`src/rtl/da_pkg.sv`:
```
// Shared constants and helpers for the ADC sample packer.
//   DEF_BYTES_PER_SAMPLE / DEF_GAP_TIMEOUT : default framing parameters
//   SAMPLE_CNT_W / ERR_CNT_W               : status counter widths
//   sat_inc                                : saturating increment for error/drop counters
package da_pkg;

    localparam int unsigned DEF_BYTES_PER_SAMPLE = 4;
    localparam int unsigned DEF_GAP_TIMEOUT      = 16;
    localparam int unsigned SAMPLE_CNT_W         = 32;
    localparam int unsigned ERR_CNT_W            = 16;

    function automatic logic [ERR_CNT_W-1:0] sat_inc(input logic [ERR_CNT_W-1:0] v);
        return (v == '1) ? v : v + 1'b1;
    endfunction

endpackage

```
`src/rtl/adc_sample_packer_if.sv`:
```
// Byte-in / sample-out stream bundle for the ADC sample packer.
//   byte_valid, byte_data     : front-end byte strobe and value
//   sample_data, sample_valid : head-of-buffer sample toward the packetizer
//   sample_ready              : packetizer accepts the head sample
// slave is the packer's view; master is the surrounding environment.
interface adc_sample_packer_if #(
    parameter int unsigned SAMPLE_W = 32
);
    logic                byte_valid;
    logic [7:0]          byte_data;
    logic [SAMPLE_W-1:0] sample_data;
    logic                sample_valid;
    logic                sample_ready;

    modport master (
        output byte_valid,
        output byte_data,
        output sample_ready,
        input  sample_data,
        input  sample_valid
    );

    modport slave (
        input  byte_valid,
        input  byte_data,
        input  sample_ready,
        output sample_data,
        output sample_valid
    );
endinterface

```
`src/rtl/sample_fifo.sv`:
```
// Generic synchronous FIFO.
//   clk, reset           : clock, synchronous active-high reset
//   push, push_data      : write request; ignored when full unless a pop happens too
//   pop                  : read request; ignored when empty
//   full, empty          : occupancy flags
//   head_data            : oldest entry, 0 when empty
// DEPTH must be a power of 2 and at least 2.
module sample_fifo #(
    parameter int unsigned WIDTH = 32,
    parameter int unsigned DEPTH = 4
) (
    input  logic             clk,
    input  logic             reset,
    input  logic             push,
    input  logic [WIDTH-1:0] push_data,
    input  logic             pop,
    output logic             full,
    output logic             empty,
    output logic [WIDTH-1:0] head_data
);

    localparam int unsigned AW = (DEPTH > 1) ? $clog2(DEPTH) : 1;

    // One extra pointer bit distinguishes full from empty when the address bits match.
    logic [AW:0]      wr_ptr_q, wr_ptr_d;
    logic [AW:0]      rd_ptr_q, rd_ptr_d;
    logic [WIDTH-1:0] mem_q [DEPTH];
    logic             do_push, do_pop;

    always_comb begin
        empty   = (wr_ptr_q == rd_ptr_q);
        full    = (wr_ptr_q[AW] != rd_ptr_q[AW]) && (wr_ptr_q[AW-1:0] == rd_ptr_q[AW-1:0]);
        do_pop  = pop && !empty;
        // A simultaneous pop frees the slot the push needs.
        do_push = push && (!full || do_pop);
        wr_ptr_d = wr_ptr_q;
        rd_ptr_d = rd_ptr_q;
        if (do_push) begin
            wr_ptr_d = wr_ptr_q + 1'b1;
        end
        if (do_pop) begin
            rd_ptr_d = rd_ptr_q + 1'b1;
        end
        head_data = empty ? '0 : mem_q[rd_ptr_q[AW-1:0]];
    end

    always_ff @(posedge clk) begin
        if (reset) begin
            wr_ptr_q <= '0;
            rd_ptr_q <= '0;
        end else begin
            wr_ptr_q <= wr_ptr_d;
            rd_ptr_q <= rd_ptr_d;
        end
    end

    // Storage needs no reset: head_data is masked whenever the pointers say empty.
    always_ff @(posedge clk) begin
        if (do_push) begin
            mem_q[wr_ptr_q[AW-1:0]] <= push_data;
        end
    end

endmodule

```
`src/rtl/adc_sample_packer.sv`:
```
// Reassembles the converter's byte stream (LSB first) into samples, aborts partial samples
// after a run of idle cycles, buffers completed samples and keeps status counters.
//   clk, reset      : clock, synchronous active-high reset
//   bus             : byte input and valid/ready sample output (slave modport)
//   sample_count    : samples accepted into the buffer, wraps
//   drop_count      : completed samples lost to a full buffer, saturates
//   frame_err_count : partial samples aborted by the gap timeout, saturates
module adc_sample_packer
    import da_pkg::*;
#(
    parameter int unsigned BYTES_PER_SAMPLE = DEF_BYTES_PER_SAMPLE,
    parameter int unsigned GAP_TIMEOUT      = DEF_GAP_TIMEOUT,
    parameter int unsigned DEPTH            = 4
) (
    input  logic                    clk,
    input  logic                    reset,
    adc_sample_packer_if.slave      bus,
    output logic [SAMPLE_CNT_W-1:0] sample_count,
    output logic [ERR_CNT_W-1:0]    drop_count,
    output logic [ERR_CNT_W-1:0]    frame_err_count
);

    localparam int unsigned SAMPLE_W = 8 * BYTES_PER_SAMPLE;
    localparam int unsigned IDX_W    = (BYTES_PER_SAMPLE > 1) ? $clog2(BYTES_PER_SAMPLE) : 1;
    localparam int unsigned GAP_W    = (GAP_TIMEOUT > 1) ? $clog2(GAP_TIMEOUT) : 1;

    logic [IDX_W-1:0]        idx_q, idx_d;
    logic [GAP_W-1:0]        gap_q, gap_d;
    logic [SAMPLE_W-1:0]     asm_q, asm_d;
    logic [SAMPLE_CNT_W-1:0] sample_count_q;
    logic [ERR_CNT_W-1:0]    drop_count_q, frame_err_count_q;

    logic push, abort, pop, push_accept, drop;
    logic fifo_full, fifo_empty;

    // Byte assembly and gap timer.
    always_comb begin
        idx_d = idx_q;
        gap_d = gap_q;
        asm_d = asm_q;
        push  = 1'b0;
        abort = 1'b0;
        if (bus.byte_valid) begin
            asm_d[8*idx_q +: 8] = bus.byte_data;
            gap_d = '0;
            if (idx_q == IDX_W'(BYTES_PER_SAMPLE - 1)) begin
                idx_d = '0;
                push  = 1'b1;
            end else begin
                idx_d = idx_q + 1'b1;
            end
        end else if (idx_q != '0) begin
            // gap_q holds the idle cycles already seen, so this is the (gap_q+1)-th.
            if (gap_q == GAP_W'(GAP_TIMEOUT - 1)) begin
                idx_d = '0;
                gap_d = '0;
                abort = 1'b1;
            end else begin
                gap_d = gap_q + 1'b1;
            end
        end else begin
            gap_d = '0;
        end
    end

    always_comb begin
        pop         = bus.sample_valid && bus.sample_ready;
        push_accept = push && (!fifo_full || pop);
        drop        = push && fifo_full && !pop;
    end

    always_ff @(posedge clk) begin
        if (reset) begin
            idx_q             <= '0;
            gap_q             <= '0;
            asm_q             <= '0;
            sample_count_q    <= '0;
            drop_count_q      <= '0;
            frame_err_count_q <= '0;
        end else begin
            idx_q <= idx_d;
            gap_q <= gap_d;
            asm_q <= asm_d;
            if (push_accept) begin
                sample_count_q <= sample_count_q + 1'b1;
            end
            if (drop) begin
                drop_count_q <= sat_inc(drop_count_q);
            end
            if (abort) begin
                frame_err_count_q <= sat_inc(frame_err_count_q);
            end
        end
    end

    // asm_d already carries the final lane, so the word is pushed on the final-byte edge.
    sample_fifo #(
        .WIDTH (SAMPLE_W),
        .DEPTH (DEPTH)
    ) u_fifo (
        .clk       (clk),
        .reset     (reset),
        .push      (push),
        .push_data (asm_d),
        .pop       (pop),
        .full      (fifo_full),
        .empty     (fifo_empty),
        .head_data (bus.sample_data)
    );

    assign bus.sample_valid = !fifo_empty;
    assign sample_count     = sample_count_q;
    assign drop_count       = drop_count_q;
    assign frame_err_count  = frame_err_count_q;

endmodule
```
`src/flat_wrapper.sv`:
```
// flat-port wrapper written by rule: the top's interface ports become plain ports
module adc_sample_packer_flat import da_pkg::*;
#(
    parameter int unsigned BYTES_PER_SAMPLE = DEF_BYTES_PER_SAMPLE,
    parameter int unsigned GAP_TIMEOUT      = DEF_GAP_TIMEOUT,
    parameter int unsigned DEPTH            = 4
)
  (clk, reset, sample_count, drop_count, frame_err_count, bus_byte_valid, bus_byte_data, bus_sample_ready, bus_sample_data, bus_sample_valid);
  adc_sample_packer_if bus_i ();
  input  logic clk;
  input  logic reset;
  output logic [SAMPLE_CNT_W-1:0] sample_count;
  output logic [ERR_CNT_W-1:0] drop_count;
  output logic [ERR_CNT_W-1:0] frame_err_count;
  input wire logic [$bits(bus_i.byte_valid)-1:0] bus_byte_valid;
  input wire logic [$bits(bus_i.byte_data)-1:0] bus_byte_data;
  input wire logic [$bits(bus_i.sample_ready)-1:0] bus_sample_ready;
  output wire logic [$bits(bus_i.sample_data)-1:0] bus_sample_data;
  output wire logic [$bits(bus_i.sample_valid)-1:0] bus_sample_valid;
  assign bus_i.byte_valid = bus_byte_valid;
  assign bus_i.byte_data = bus_byte_data;
  assign bus_i.sample_ready = bus_sample_ready;
  assign bus_sample_data = bus_i.sample_data;
  assign bus_sample_valid = bus_i.sample_valid;
  adc_sample_packer #(.BYTES_PER_SAMPLE(BYTES_PER_SAMPLE), .GAP_TIMEOUT(GAP_TIMEOUT), .DEPTH(DEPTH)) u_core (.clk(clk), .reset(reset), .bus(bus_i), .sample_count(sample_count), .drop_count(drop_count), .frame_err_count(frame_err_count));
endmodule
```
`config.mk`:
```
export PLATFORM = sky130hd
export DESIGN_NAME = adc_sample_packer_flat
export DESIGN_NICKNAME = d
export VERILOG_FILES = /design/src/rtl/da_pkg.sv /design/src/rtl/adc_sample_packer_if.sv /design/src/rtl/sample_fifo.sv /design/src/rtl/adc_sample_packer.sv /design/src/flat_wrapper.sv
export SDC_FILE = /design/constraint.sdc
export NUM_CORES = 1
export LEC_CHECK = 0
export ABC_CLOCK_PERIOD_IN_PS = 3500
export CELL_PAD_IN_SITES_DETAIL_PLACEMENT = 0
export CELL_PAD_IN_SITES_GLOBAL_PLACEMENT = 2
export CORE_UTILIZATION = 39
export CTS_BUF_LIST = sky130_fd_sc_hd__clkbuf_16
export CTS_CLUSTER_SIZE = 16
export DETAILED_ROUTE_END_ITERATION = 16
export PLACE_DENSITY = 0.85
export RECOVER_POWER = 100
export SETUP_SLACK_MARGIN = 0.2
export SLEW_MARGIN = 20
export SYNTH_ARGS = -nofsm -noshare
export SYNTH_HDL_FRONTEND = slang
export SYNTH_SLANG_ARGS = --single-unit
```
`constraint.sdc`:
```
create_clock -name clk -period 3.5 [get_ports clk]
set_input_delay 0.35 -clock clk [delete_from_list [all_inputs] [get_ports clk]]
set_output_delay 0.35 -clock clk [all_outputs]
set_load 0.005 [all_outputs]
```
Yosys cells after proc, flatten, opt, wreduce, memory -nomap -nowiden
Memory sizes are Yosys's and may differ from the RTL's. A register that Yosys moved wholly into a read port is not among the register bits.
Cells that the tools add are included.
{"block": "totals", "reg_bits": 108, "ramBits": 128, "in_bits": 12, "word_cells": 64, "mem_count": 1}
{"block": "classes", "n_addsub": 8, "eq_ne": 7, "shift": 2, "mux": 16, "bitwise": 3, "reduce_logical": 19}
{"name": "u_core.u_fifo.mem_q", "words": 4, "width": 32, "read_ports": 1, "rd_ports_with_merged_regs": 1, "write_ports": 1, "line": "sample_fifo.sv:27", "rtl": "logic [WIDTH-1:0] mem_q [DEPTH];"}
{"operator": "$mux W32", "count": 2}
{"operator": "$neg A5 Y34", "count": 1}
{"operator": "$shift A8 B34 Y32 const A", "count": 1}
{"operator": "$shiftx A8 B34 Y32", "count": 1}
{"operator": "$add A16 B1 Y16 const B", "count": 2}
{"operator": "$add A32 B1 Y32 const B", "count": 1}
{"operator": "$bwmux W32", "count": 1}
{"operator": "$eq A16 B16 Y1 const B", "count": 2}
{"operator": "$mux W2", "count": 6}
{"operator": "$logic_and A1 B1 Y1", "count": 7}
{"operator": "$mux W1", "count": 7}
{"operator": "$add A3 B1 Y3 const B", "count": 2}
{"operator": "$reduce_and A2 Y1", "count": 3}
{"operator": "$reduce_bool A2 Y1", "count": 3}
{"operator": "$add A4 B1 Y4 const B", "count": 1}
{"operator": "$eq A4 B4 Y1 const B", "count": 1}
{"operator": "$reduce_or A4 Y1", "count": 1}
{"operator": "$eq A3 B3 Y1", "count": 1}
{"operator": "$logic_not A1 Y1", "count": 3}
{"operator": "$not A1 Y1", "count": 3}
{"operator": "$add A2 B1 Y2 const B", "count": 1}
{"operator": "$eq A2 B2 Y1", "count": 1}
{"operator": "$eq A2 B2 Y1 const B", "count": 1}
{"operator": "$logic_or A1 B1 Y1", "count": 2}
{"operator": "$ne A1 B1 Y1", "count": 1}

Depth between registers and ports, before layout
{"block": "depth", "ltp_word": 8, "ltp_mapped": 9, "mapped_depth_nobuf": 7}

Cells and area by module
From an unflattened synthesis, not the netlist that was laid out.
{"block": "unflattened", "hier_cells": 804, "hier_area_um2": 10187.3}
{"module": "sample_fifo", "n_inst": 1, "cells_each": 256, "area_each_um2": 5315.1}
{"module": "adc_sample_packer", "n_inst": 1, "cells_each": 548, "area_each_um2": 4872.2}

Worst setup path before layout
Ideal clock, no wire load.
{"block": "synth_path", "kind": "register to register", "start": "reg u_core.idx_q[0]", "end": "mem u_core.u_fifo.mem_q[1][0] (enable)", "setup_ps": 392, "arrival_ps": 2257, "required_ps": 3108, "path_slack_ps": 851, "stages_incl_launch_ff": 7, "n_path_buf": 2, "cell_sequence": "dfxtp_1 -> ha_1 -> nand2_1 -> buf_2 -> a41oi_1 -> clkbuf_1 -> and2_1"}
{"block": "synth_via", "elab_chain_len": 6}
{"element": "start: declaration", "line": "adc_sample_packer.sv:27", "rtl": "logic [IDX_W-1:0] idx_q, idx_d;"}
{"element": "start signal: assignment", "line": "adc_sample_packer.sv:81", "rtl": "idx_q <= idx_d;"}
{"element": "$eq A2 B2 Y1", "line": "adc_sample_packer.sv:46", "rtl": "if (idx_q == IDX_W'(BYTES_PER_SAMPLE - 1)) begin"}
{"element": "$mux W1", "line": "adc_sample_packer.sv:46"}
{"element": "$mux W1", "line": "adc_sample_packer.sv:43", "rtl": "if (bus.byte_valid) begin"}
{"element": "$logic_and A1 B1 Y1", "line": "sample_fifo.sv:35", "rtl": "do_push = push && (!full || do_pop);"}
{"element": "$mux W1", "line": "sample_fifo.sv:59", "rtl": "if (do_push) begin"}
{"element": "$mux W1 (not written as such)", "line": "sample_fifo.sv:60", "rtl": "mem_q[wr_ptr_q[AW-1:0]] <= push_data;"}
{"element": "end: declaration", "line": "sample_fifo.sv:27"}
No other way between the ends.

==> results.json <==
{
  "status": "complete, but fails checks",
  "violations": "capacitance limit, slew limit",
  "seq_area_frac_synth_pct": 61.5,
  "hold_violations": 0,
  "yosys.area.top_type": "edfxtp_1",
  "min_period_ns": 3.11,
  "synthToLayoutAreaGrowth_pct": 21.8,
  "r2r_end": "u_core.asm_q[6]",
  "syn-num-nets": 774,
  "clock_path_buffers": 3,
  "final_cell_area_um2": 12000,
  "track_usage_pct": 16.4,
  "fmax_ghz": 0.321,
  "gr-total-overflow": 0,
  "clkSinkCount": 238,
  "reg2reg_slack_ns": 0.58,
  "fin_cells": 1208,
  "die_y_um": 161,
  "grt_max_degree": 63,
  "critPathMaxStageDelay_ns": 0.61,
  "cts_setup_buffers": 0,
  "place_inst": 1162,
  "min_path_type": "primary input to flip-flop",
  "first_pass_iters": 4,
  "io_pins": 109,
  "die_area_um2": 25800,
  "synth_top_area_share_pct": 39.1,
  "nFillCells": 2199,
  "cts_buffers": 25,
  "cp_slowest_cell": "dfxtp_2",
  "cap_violations": 1,
  "r2r.worst_path.cells": 6,
  "timing.rr.start": "u_core.idx_q[0]",
  "p_per_area_nw_per_um2": 472,
  "antenna_found_initial": 0,
  "die_w_um": 161,
  "fin_nets": 891,
  "holdBufCountCts": 0,
  "cp.arrival_ns": 2.76,
  "required_ns": 3.15,
  "synth_cells": 748,
  "cp-endpoint": "bus_sample_data[31]",
  "final_common_cell": "edfxtp_1",
  "cp_cell_sequence": "clkbuf_2 > mux4_2 > and2_1 > clkdlybuf4s50_1",
  "drtIter0Drc": 389,
  "routedWlPerCell_um": 17.2,
  "cts_tree": "built",
  "critPathLaunchType": "flip-flop",
  "synthTopCellsByArea": "edfxtp_1 39%, dfxtp_1 22%, mux4_2 7.3%",
  "grt_use_met2_pct": 26.6,
  "n_antenna_cell": 0,
  "syn_area_per_cell_um2": 13.1,
  "postRouteAntennaNets": 0,
  "cts_resized": 0,
  "synth_ff_type": "edfxtp_1",
  "start_util_pct": 40.1,
  "grt-busiest-layer": "met2",
  "use_met3_pct": 3.15,
  "syn_area_um2": 9830,
  "finalSetupTns_ns": 0,
  "async_reset_ff_share_pct": 0,
  "fin_crit_sh_pct": 88.9,
  "num_vias": 6277,
  "layout_common_cells": "128 x edfxtp_1, 109 x dfxtp_1, 68 x dlygate4sd3_1",
  "skew_ns": 0.0151,
  "path_max_fanout": 13,
  "grt_pass1_vias": 6311,
  "tightest_slew_ns": 1.52,
  "finalSetupViolCount": 0,
  "rsz0062_at_grt": "no",
  "criticalPathCategory": "flip-flop to output pin",
  "core.rowCount": 57,
  "synth-edff-count": 128,
  "setup.worst_path.end_class": "output pin",
  "slew_headroom_pct": -2.72,
  "postPlaceCellArea_um2": 11300,
  "coreArea_um2": 24500,
  "final_util_pct": 48.8,
  "fin_hold_ws_ns": 0.367,
  "ys_warn_count": 0,
  "drc": 0,
  "synth-seq-cells": 238,
  "io_buffer_count": 108,
  "p_leak_nw": 4.17,
  "clk_latency_ns": 0.53,
  "drt_wl_total_um": 20800,
  "hp-start": "reset",
  "path_clk_slew_ns": 0.06,
  "ys_types": 45,
  "post_route_cells_drive_above_1_share_pct": 10.1,
  "maxSlewViolCount": 9,
  "use_met1_pct": 22.7,
  "htreeDepth": 1,
  "clock-root-buffer": "clkbuf_16",
  "dp.final_hpwl_um": 12800,
  "globalplace.congestion": 0.715,
  "vias_per_cell": 5.20,
  "grt_pass1_wl_um": 33800,
  "vdd_drop_max_mv": 0.307
}
==> Yosys cell counts, types with 2 or more instances <==
cell      count
buf_2         7
a21oi_1      22
nor4b_2       2
nand3b_1      3
nor3b_1       2
mux4_2       32
nor4_1        7
nand2b_1      2
dfxtp_1     110
o31ai_1       7
xnor2_1      28
nor2b_1      34
a22o_1       32
nand4b_1      2
nor4_2        4
mux2i_1       4
a41oi_1       2
and3_1        8
and2_1       38
or4_1         9
nand3_1      29
nor4b_4       3
nor3_1       13
or3_1        10
ha_1         14
and4_1        6
nand2_1      26
nand4_1      21
o21ai_0      11
edfxtp_1    128
xor2_1       22
inv_1        15
nor2_1       57
clkbuf_1     27
==> through the flow <==
stage | power (mW) | setup WS [ns]
2_1_floorplan | 3.09 | 0.851
3_3_place_gp | 3.15 | 0.614
3_5_place_dp | 3.15 | 0.536
4_1_cts | 5.73 | 0.442
5_1_grt | 5.86 | 0.177
6_report | 5.65 | 0.388
==> registers in the layout (all words and copies together) (netlist names), named ones only <==
signal                  flops
u_core.frame_err_count     16
u_core.sample_count        32
u_core.u_fifo.mem_q       128
u_core.drop_count          16
u_core.gap_q                4
u_core.u_fifo.rd_ptr_q      3
u_core.idx_q                2
u_core.asm_q               32
u_core.u_fifo.wr_ptr_q      3
==> logic make-up after synthesis <==
group	share of synthesized area, %
muxes	7.74
DFF	61.5
xor gates and xnor gates	4.45
buffers and inverters	2.07
and+or+nand+nor	16.7
AOI/OAI and AO/OA	5.70
adders and majority gates	1.78
==> worst min path at each step <==
stage	to	slack (ns)	cells past startpoint
floorplan	u_core.gap_q[0]	0.42	1
global placement	u_core.gap_q[0]	0.44	1
detailed placement	u_core.gap_q[0]	0.44	1
CTS	u_core.drop_count[0]	0.36	2
global route	u_core.sample_count[0]	0.38	2
finish	u_core.drop_count[0]	0.37	2
==> report_power, final <==
group	switching, mW	internal, mW
registers	0.00737	2.94
clock network	1.09	1.47
logic	0.0869	0.0609
total	1.19	4.46
==> cell type report <==
cell class                      count  area, um2  area share, %
Sequential cell                   238       6050           50.5
Multi-Input combinational cell    460       3490           29.1
Timing Repair Buffer              125       1170           9.79
Clock buffer                       25        626           5.22
Tap cell                          324        405           3.38
Clock inverter                     21        183           1.53
Inverter                           15       56.3          0.470
==> worst max-delay path, delay by kind of cell, from the launching register on <==
kind	cells	cell delay, ns
AND/OR/NAND/NOR	1	0.17
buffers and inverters	2	0.90
flip-flops	1	0.61
multiplexers	1	0.56
==> per-layer routing <==
layer,vias up,share of wire (%)
met4,0,1.3
met1,3069,47
met5,-,0
li1,3025,-
met3,25,5.8
met2,158,46
No activity file was read; power rests on OpenSTA's default activity.
